--- config.mk ---
export PLATFORM = sky130hd
export DESIGN_NAME = bram_fifo_ctrl
export DESIGN_NICKNAME = d
export VERILOG_FILES = /design/src/rtl/bram_fifo_ctrl.sv
export SDC_FILE = /design/constraint.sdc
export NUM_CORES = 1
export LEC_CHECK = 0
export CORE_MARGIN = 5
export CORE_UTILIZATION = 45
export CTS_CLUSTER_SIZE = 40
export DETAILED_ROUTE_END_ITERATION = 10
export GPL_TIMING_DRIVEN = 0
export PLACE_DENSITY = 0.77
export SYNTH_ARGS = -nofsm -noshare
export SYNTH_HDL_FRONTEND = slang
export SYNTH_SLANG_ARGS = --single-unit
--- constraint.sdc ---
create_clock -name i_clk -period 3.6 [get_ports i_clk]
set_clock_uncertainty 0.05 [all_clocks]
set_input_delay 0.36 -clock i_clk [delete_from_list [all_inputs] [get_ports i_clk]]
set_output_delay 0.36 -clock i_clk [all_outputs]
set_load 0.005 [all_outputs]
--- src/rtl/bram_fifo_ctrl.sv ---
// FIFO controller for an external dual-port BRAM (port A writes, port B reads) with a register
// output queue that hides the BRAM read latency. Define BRAM_FIFO_COUNT_EN to add the o_count port.
module bram_fifo_ctrl #(
   parameter int ADDR_WIDTH = 4,
   parameter int DATA_WIDTH = 8,
   parameter int RD_LATENCY = 1
) (
   input  logic                  i_clk,
   input  logic                  i_rst,
   input  logic                  i_enq_valid,
   output logic                  o_enq_rdy,
   input  logic [DATA_WIDTH-1:0] i_enq_data,
   output logic                  o_deq_valid,
   input  logic                  i_deq_rdy,
   output logic [DATA_WIDTH-1:0] o_deq_data,
   output logic                  o_ena,
   output logic                  o_wea,
   output logic [ADDR_WIDTH-1:0] o_addra,
   output logic [DATA_WIDTH-1:0] o_dia,
   output logic                  o_enb,
   output logic                  o_web,
   output logic [ADDR_WIDTH-1:0] o_addrb,
   input  logic [DATA_WIDTH-1:0] i_dob
`ifdef BRAM_FIFO_COUNT_EN
   ,
   output logic [ADDR_WIDTH+1:0] o_count
`endif
);
   localparam int OQ_DEPTH = RD_LATENCY + 1;
   localparam int OQ_AW    = $clog2(OQ_DEPTH);
   localparam int OQ_CW    = $clog2(OQ_DEPTH + 1);

   logic [ADDR_WIDTH:0]   r_wptr;
   logic [ADDR_WIDTH:0]   r_rptr;
   logic [RD_LATENCY-1:0] r_rd_pipe;
   logic [DATA_WIDTH-1:0] r_oq_mem [OQ_DEPTH];
   logic [OQ_AW-1:0]      r_oq_head;
   logic [OQ_AW-1:0]      r_oq_tail;
   logic [OQ_CW-1:0]      r_oq_count;

   logic [ADDR_WIDTH:0]   w_mem_count;
   logic [OQ_CW-1:0]      w_inflight;
   logic [OQ_CW-1:0]      w_credit;
   logic                  w_enq_fire;
   logic                  w_deq_fire;
   logic                  w_rd_issue;
   logic                  w_capture;

   function automatic logic [OQ_AW-1:0] oq_next(input logic [OQ_AW-1:0] p);
      return (p == OQ_AW'(OQ_DEPTH - 1)) ? '0 : p + 1'b1;
   endfunction

   // NOTE: give every always_comb output a default first so no path can infer a latch.
   always_comb begin
      w_inflight = '0;
      for (int i = 0; i < RD_LATENCY; i++) begin
         w_inflight = w_inflight + OQ_CW'(r_rd_pipe[i]);
      end
   end

   assign w_mem_count = r_wptr - r_rptr;
   // mem_count never exceeds DEPTH, so its MSB alone marks the array as full
   assign o_enq_rdy   = !i_rst && !w_mem_count[ADDR_WIDTH];
   assign w_enq_fire  = i_enq_valid && o_enq_rdy;
   assign o_deq_valid = (r_oq_count != '0);
   assign w_deq_fire  = o_deq_valid && i_deq_rdy;
   assign w_credit    = r_oq_count + w_inflight;
   // A pop in this cycle frees an outq slot long before a read issued now can land in it
   assign w_rd_issue  = !i_rst && (w_mem_count != '0) &&
                        ((w_credit < OQ_CW'(OQ_DEPTH)) || w_deq_fire);
   assign w_capture   = r_rd_pipe[RD_LATENCY-1];

   assign o_ena      = w_enq_fire;
   assign o_wea      = w_enq_fire;
   assign o_addra    = r_wptr[ADDR_WIDTH-1:0];
   assign o_dia      = i_enq_data;
   assign o_enb      = w_rd_issue;
   assign o_web      = 1'b0;
   assign o_addrb    = r_rptr[ADDR_WIDTH-1:0];
   assign o_deq_data = r_oq_mem[r_oq_head];

`ifdef BRAM_FIFO_COUNT_EN
   localparam int CNT_W = ADDR_WIDTH + 2;
   assign o_count = CNT_W'(w_mem_count) + CNT_W'(w_inflight) + CNT_W'(r_oq_count);
`endif

   // NOTE: sequential state uses non-blocking assignments so every register sees pre-edge values.
   always_ff @(posedge i_clk) begin
      if (i_rst) begin
         r_wptr     <= '0;
         r_rptr     <= '0;
         r_rd_pipe  <= '0;
         r_oq_head  <= '0;
         r_oq_tail  <= '0;
         r_oq_count <= '0;
      end else begin
         if (w_enq_fire) begin
            r_wptr <= r_wptr + 1'b1;
         end
         if (w_rd_issue) begin
            r_rptr <= r_rptr + 1'b1;
         end
         r_rd_pipe <= (r_rd_pipe << 1) | RD_LATENCY'(w_rd_issue);
         if (w_capture) begin
            r_oq_tail <= oq_next(r_oq_tail);
         end
         if (w_deq_fire) begin
            r_oq_head <= oq_next(r_oq_head);
         end
         if (w_capture && !w_deq_fire) begin
            r_oq_count <= r_oq_count + 1'b1;
         end else if (!w_capture && w_deq_fire) begin
            r_oq_count <= r_oq_count - 1'b1;
         end
      end
   end

   // NOTE: outq storage is not reset; r_oq_count alone decides which slots hold live data.
   always_ff @(posedge i_clk) begin
      if (w_capture) begin
         r_oq_mem[r_oq_tail] <= i_dob;
      end
   end
endmodule

# [Word level (Yosys, flattened, before mapping)]
# Memories as Yosys holds them, arrays and structs flattened. A register that Yosys moved wholly into a read port is not among the register bits.
# Index checks and enable logic that the tools add are counted.
[word_totals] in_bits=20 word_cells=39 ff_bits=15 ram_bits=16 memories=1
[classes] mux=8 order_cmp=1 n_reduce_logical=15 addsub=8
[mem_list] memory="r_oq_mem" words=2 width=8 read_ports=1 rd_ports_with_merged_regs=1 wr=1 line="36" source="logic [DATA_WIDTH-1:0] r_oq_mem [OQ_DEPTH];"
[ops] cell="adder 5 x 1 -> 5 bit, second input constant" count=2
[ops] cell="logical AND 1 bit" count=7
[ops] cell="two-way mux 1 bit" count=6
[ops] cell="nonzero test 5 bit" count=1
[ops] cell="subtractor 5 bit" count=1
[ops] cell="zero test 1 bit" count=4
[ops] cell="two-way mux 2 bit" count=2
[ops] cell="nonzero test 2 bit" count=2
[ops] cell="adder 1 bit, second input constant" count=2
[ops] cell="adder 2 x 1 -> 2 bit" count=1
[ops] cell="adder 2 x 1 -> 2 bit, second input constant" count=1
[ops] cell="< comparator 2 bit, second input constant" count=1
[ops] cell="subtractor 2 x 1 -> 2 bit, second input constant" count=1
[ops] cell="logical OR 1 bit" count=1

# [Longest topological paths before layout]
[depth] depth_word=5 depth_mapped=7 mapped_depth_nobuf=7

# [Least setup slack after synthesis]
# No wires, ideal clock.
[synth_timing] path_type="reg-to-output" from="reg r_rptr[2]" to="out o_wea" stages_incl_launch_ff=8 setup_slack_ns=1.322 arrival_time_ns=1.868 required_ns=3.190 cell_sequence="dfxtp_1 inv_1 ha_1 a21oi_2 a21boi_1 or4b_4 a21oi_1 buf_4"
[synth_between] elab_chain_cells=4
[synth_rtl] item="from (decl)" line="34" source="logic [ADDR_WIDTH:0] r_rptr;"
[synth_rtl] item="from (signal assigned)" line="101" source="r_rptr <= r_rptr + 1'b1;"
[synth_rtl] item="subtractor 5 bit" line="61" source="assign w_mem_count = r_wptr - r_rptr;"
[synth_rtl] item="zero test 1 bit" line="63" source="assign o_enq_rdy = !i_rst && !w_mem_count[ADDR_WIDTH];"
[synth_rtl] item="logical AND 1 bit" line="63"
[synth_rtl] item="logical AND 1 bit" line="64" source="assign w_enq_fire = i_enq_valid && o_enq_rdy;"
[synth_rtl] item="to (decl)" line="17" source="output logic o_wea,"
# No other way between the ends.

# [Worst setup path after layout]
# Ends and elaborated chain as after synthesis.

==> flow_metrics.py <==
metrics = {
    "route": {
        "dr.pass1.iters": 4,
        "detail_route.vias_per_cell": 4.87,
        "routed_wl_um": 3320,
        "vias": 1236,
        "drc": 0,
        "post_drt_wl_per_cell_um": 13.1,
        "drt_iter0_drc": 60,
        "ant_nets": 0,
    },
    "floorplan": {
        "fp.dieH_um": 71.7,
        "core_area_mm2": 0.00366,
        "io_pins": 50,
        "die_w_um": 71.7,
        "start_util_pct": 46.8,
        "dieArea_mm2": 0.00514,
        "rows": 22,
    },
    "placement": {
        "place.gp.congestion": 0.822,
        "numPortBuffers": 39,
        "hpwlAfterDp_um": 2510,
    },
    "setup_path": {
        "worstPathArrival_ps": 2780,
        "endpoint_kind": "output port",
        "start_kind": "flop",
        "cp.required_ps": 3190,
        "critPathKind": "reg2out",
        "worst-path-max-fanout": 5,
    },
    "cells_and_area": {
        "syn2layout_area_growth_pct": 32.8,
        "layout_common_cells": "39 x clkdlybuf4s50_1, 19 x nor2_1, 18 x buf_4, 16 x dfxtp_1, 16 x edfxtp_1",
        "drive_above_1_share_pct": 22.3,
        "postLayoutCoreUtil_pct": 62.1,
        "final_common_cell": "clkdlybuf4s50_1",
        "final_net_count": 232,
        "antenna_cells": 0,
        "final.fill_count": 303,
    },
    "timing": {
        "finalSetupViolations": 0,
        "timing.fmax_ghz": 0.314,
        "tightest_slew_ps": 682,
        "tns_ps": 0,
        "whs_ps": 460,
        "slew_viol_final": 0,
        "rsz0062_at_grt": "no",
        "post-route-period-util_pct": 88.6,
        "relSlewSlack_pct": 54.5,
        "hold_viol": 0,
        "period_minus_slack_ps": 3190,
    },
    "pwr": {
        "switching_share_pct": 30.3,
        "cellPowerDensity_mw_per_mm2": 672,
        "peakVddDrop_mv": 0.374,
        "seqPwrFrac_pct": 35.4,
        "leakagePower_nw": 0.898,
        "p_clk_share_pct": 22.1,
        "p_int_mw": 1.07,
        "power_frac_comb_pct": 42.5,
        "netSwitchingPower_mw": 0.463,
        "p_total_mw": 1.53,
    },
    "clock_network": {
        "cts_tree": "yes",
        "cts.sinks": 32,
        "clkTransAtPathRegs_ps": 70,
        "cts_resized": 0,
        "cts.hold.buffers_added": 0,
        "clockBufferDepth": 2,
        "htreeDepth": 2,
        "insertion_delay_ps": 290,
        "cts_root_buf": "clkbuf_8",
        "cts_buffers": 5,
        "cts_setup_buffers": 0,
    },
    "run": {
        "drv_cap": 0,
    },
    "yosys": {
        "synthFlopType": "edfxtp_1",
        "synth_fp_nets": 186,
        "avgSynthCellArea_um2": 10.8,
        "synth_cell_types": 32,
        "synthCells": 159,
        "async_flop_share_pct": 0,
        "synth_area_mm2": 0.00171,
        "ys_seq_area_share_pct": 46.7,
        "yosysWarnings": 0,
        "synth-edff-count": 16,
        "ys_ff_latch": 32,
    },
    "run_status": {
        "status": "completed",
    },
    "global_routing": {
        "overflow": 0,
        "grt_pass1_wl_um": 5440,
        "grt_max_degree": 12,
        "grt_use_total_pct": 13.5,
        "antenna_found_initial": 0,
        "first_global_vias": 1267,
    },
    "worst_hold_path": {
        "hold_class": "reg2reg",
    },
}
[state kept, by name, summed over array words and instances (netlist names), named ones only]
name        count
r_wptr          5
r_rptr          5
r_oq_tail       1
r_rd_pipe       1
r_oq_count      2
r_oq_head       1
r_oq_mem       16
[path summary, 6_finish.rpt]
path	start	endpoint	slack, ps	cells after the start
worst max register to register	r_rptr[2]$_SDFFE_PP0P_	r_wptr[4]$_SDFFE_PP0P_	1280	7
worst min-delay path	r_oq_head$_SDFFE_PP0P_	flop	460	2
worst min register to register	r_oq_head$_SDFFE_PP0P_	flop	460	2
worst max-delay path	r_rptr[2]$_SDFFE_PP0P_	o_wea	410	8
[area by class of cell]
type                    count  area [um^2]  area share [%]
clock inverters             3         42.5            1.87
plain buffers              22          150            6.60
well taps                  48         60.1            2.64
inverters                   5         18.8           0.825
clock buffers               5         68.8            3.03
repair buffers             39          390            17.2
flip-flops and latches     32          801            35.2
multi-input cells         100          743            32.7
[layer usage]
| layer | GRT usage [%] | up-vias | share of wire [%] |
|---|---|---|---|
| met5 | 0 | - | 0 |
| met4 | 6.26 | 0 | 1.7 |
| met3 | 4.07 | 5 | 8.8 |
| met2 | 24.4 | 53 | 51 |
| met1 | 14.4 | 564 | 39 |
| li1 | - | 614 | - |
[metrics by stage]
step	cells	worst slack, ps	instance area [um^2]
after global routing	254	219	2270
after global placement	246	787	2160
after detailed placement	246	734	2160
final	254	411	2270
after CTS	254	403	2270
after floorplan	159	1320	1710
[synthesized netlist by cell type, types with 2 or more instances]
cell type   n  area share [%]
nand2b_1    5             1.8
ha_1        7             5.1
mux2i_1     2             1.2
a21oi_2     2             1.0
clkbuf_1    4            0.88
o21ai_0     2            0.58
a21o_1      2            0.88
nor2_1     19             4.2
xor2_1      5             2.6
nand3_1     3            0.88
a211oi_1    3             1.3
xnor2_1     5             2.6
nand2_1     6             1.3
dfxtp_1    16              19
inv_1       5             1.1
edfxtp_1   16              28
nor2b_1     8             2.9
nand3b_1    2            0.88
a21oi_1     3            0.88
mux2_4      2             1.8
buf_4      18             7.9
mux2_2     14             9.2
[power groups by stage]
stage	Clock (mW)	Sequential, mW	Combinational, mW
global placement	0	0.545	0.632
detailed placement	0	0.550	0.648
global route	0.365	0.554	0.717
CTS	0.347	0.543	0.658
floorplan	0	0.535	0.407
finish	0.337	0.542	0.650
[logic make-up (layout without fill, tap and decap cells)]
logic type	count (synthesis)	after routing	synth area share [%]
mux	18	18	12.1
xor+xnor	10	10	5.11
other cells	1	1	0.219
fa+ha+maj	7	7	5.11
simple gates	49	49	14.7
flops	32	32	46.7
compound gates	15	15	6.14
buf+inv	27	74	9.86
[worst max-delay path: stages, from the launching register on]
cell             delay, ps
dfxtp_1                400
inv_1                   80
ha_1                   330
a21oi_2                180
a21boi_1               150
or4b_4                 520
a21oi_1                200
buf_4                  130
clkdlybuf4s50_1        500
(Power assumes the default switching activity.)
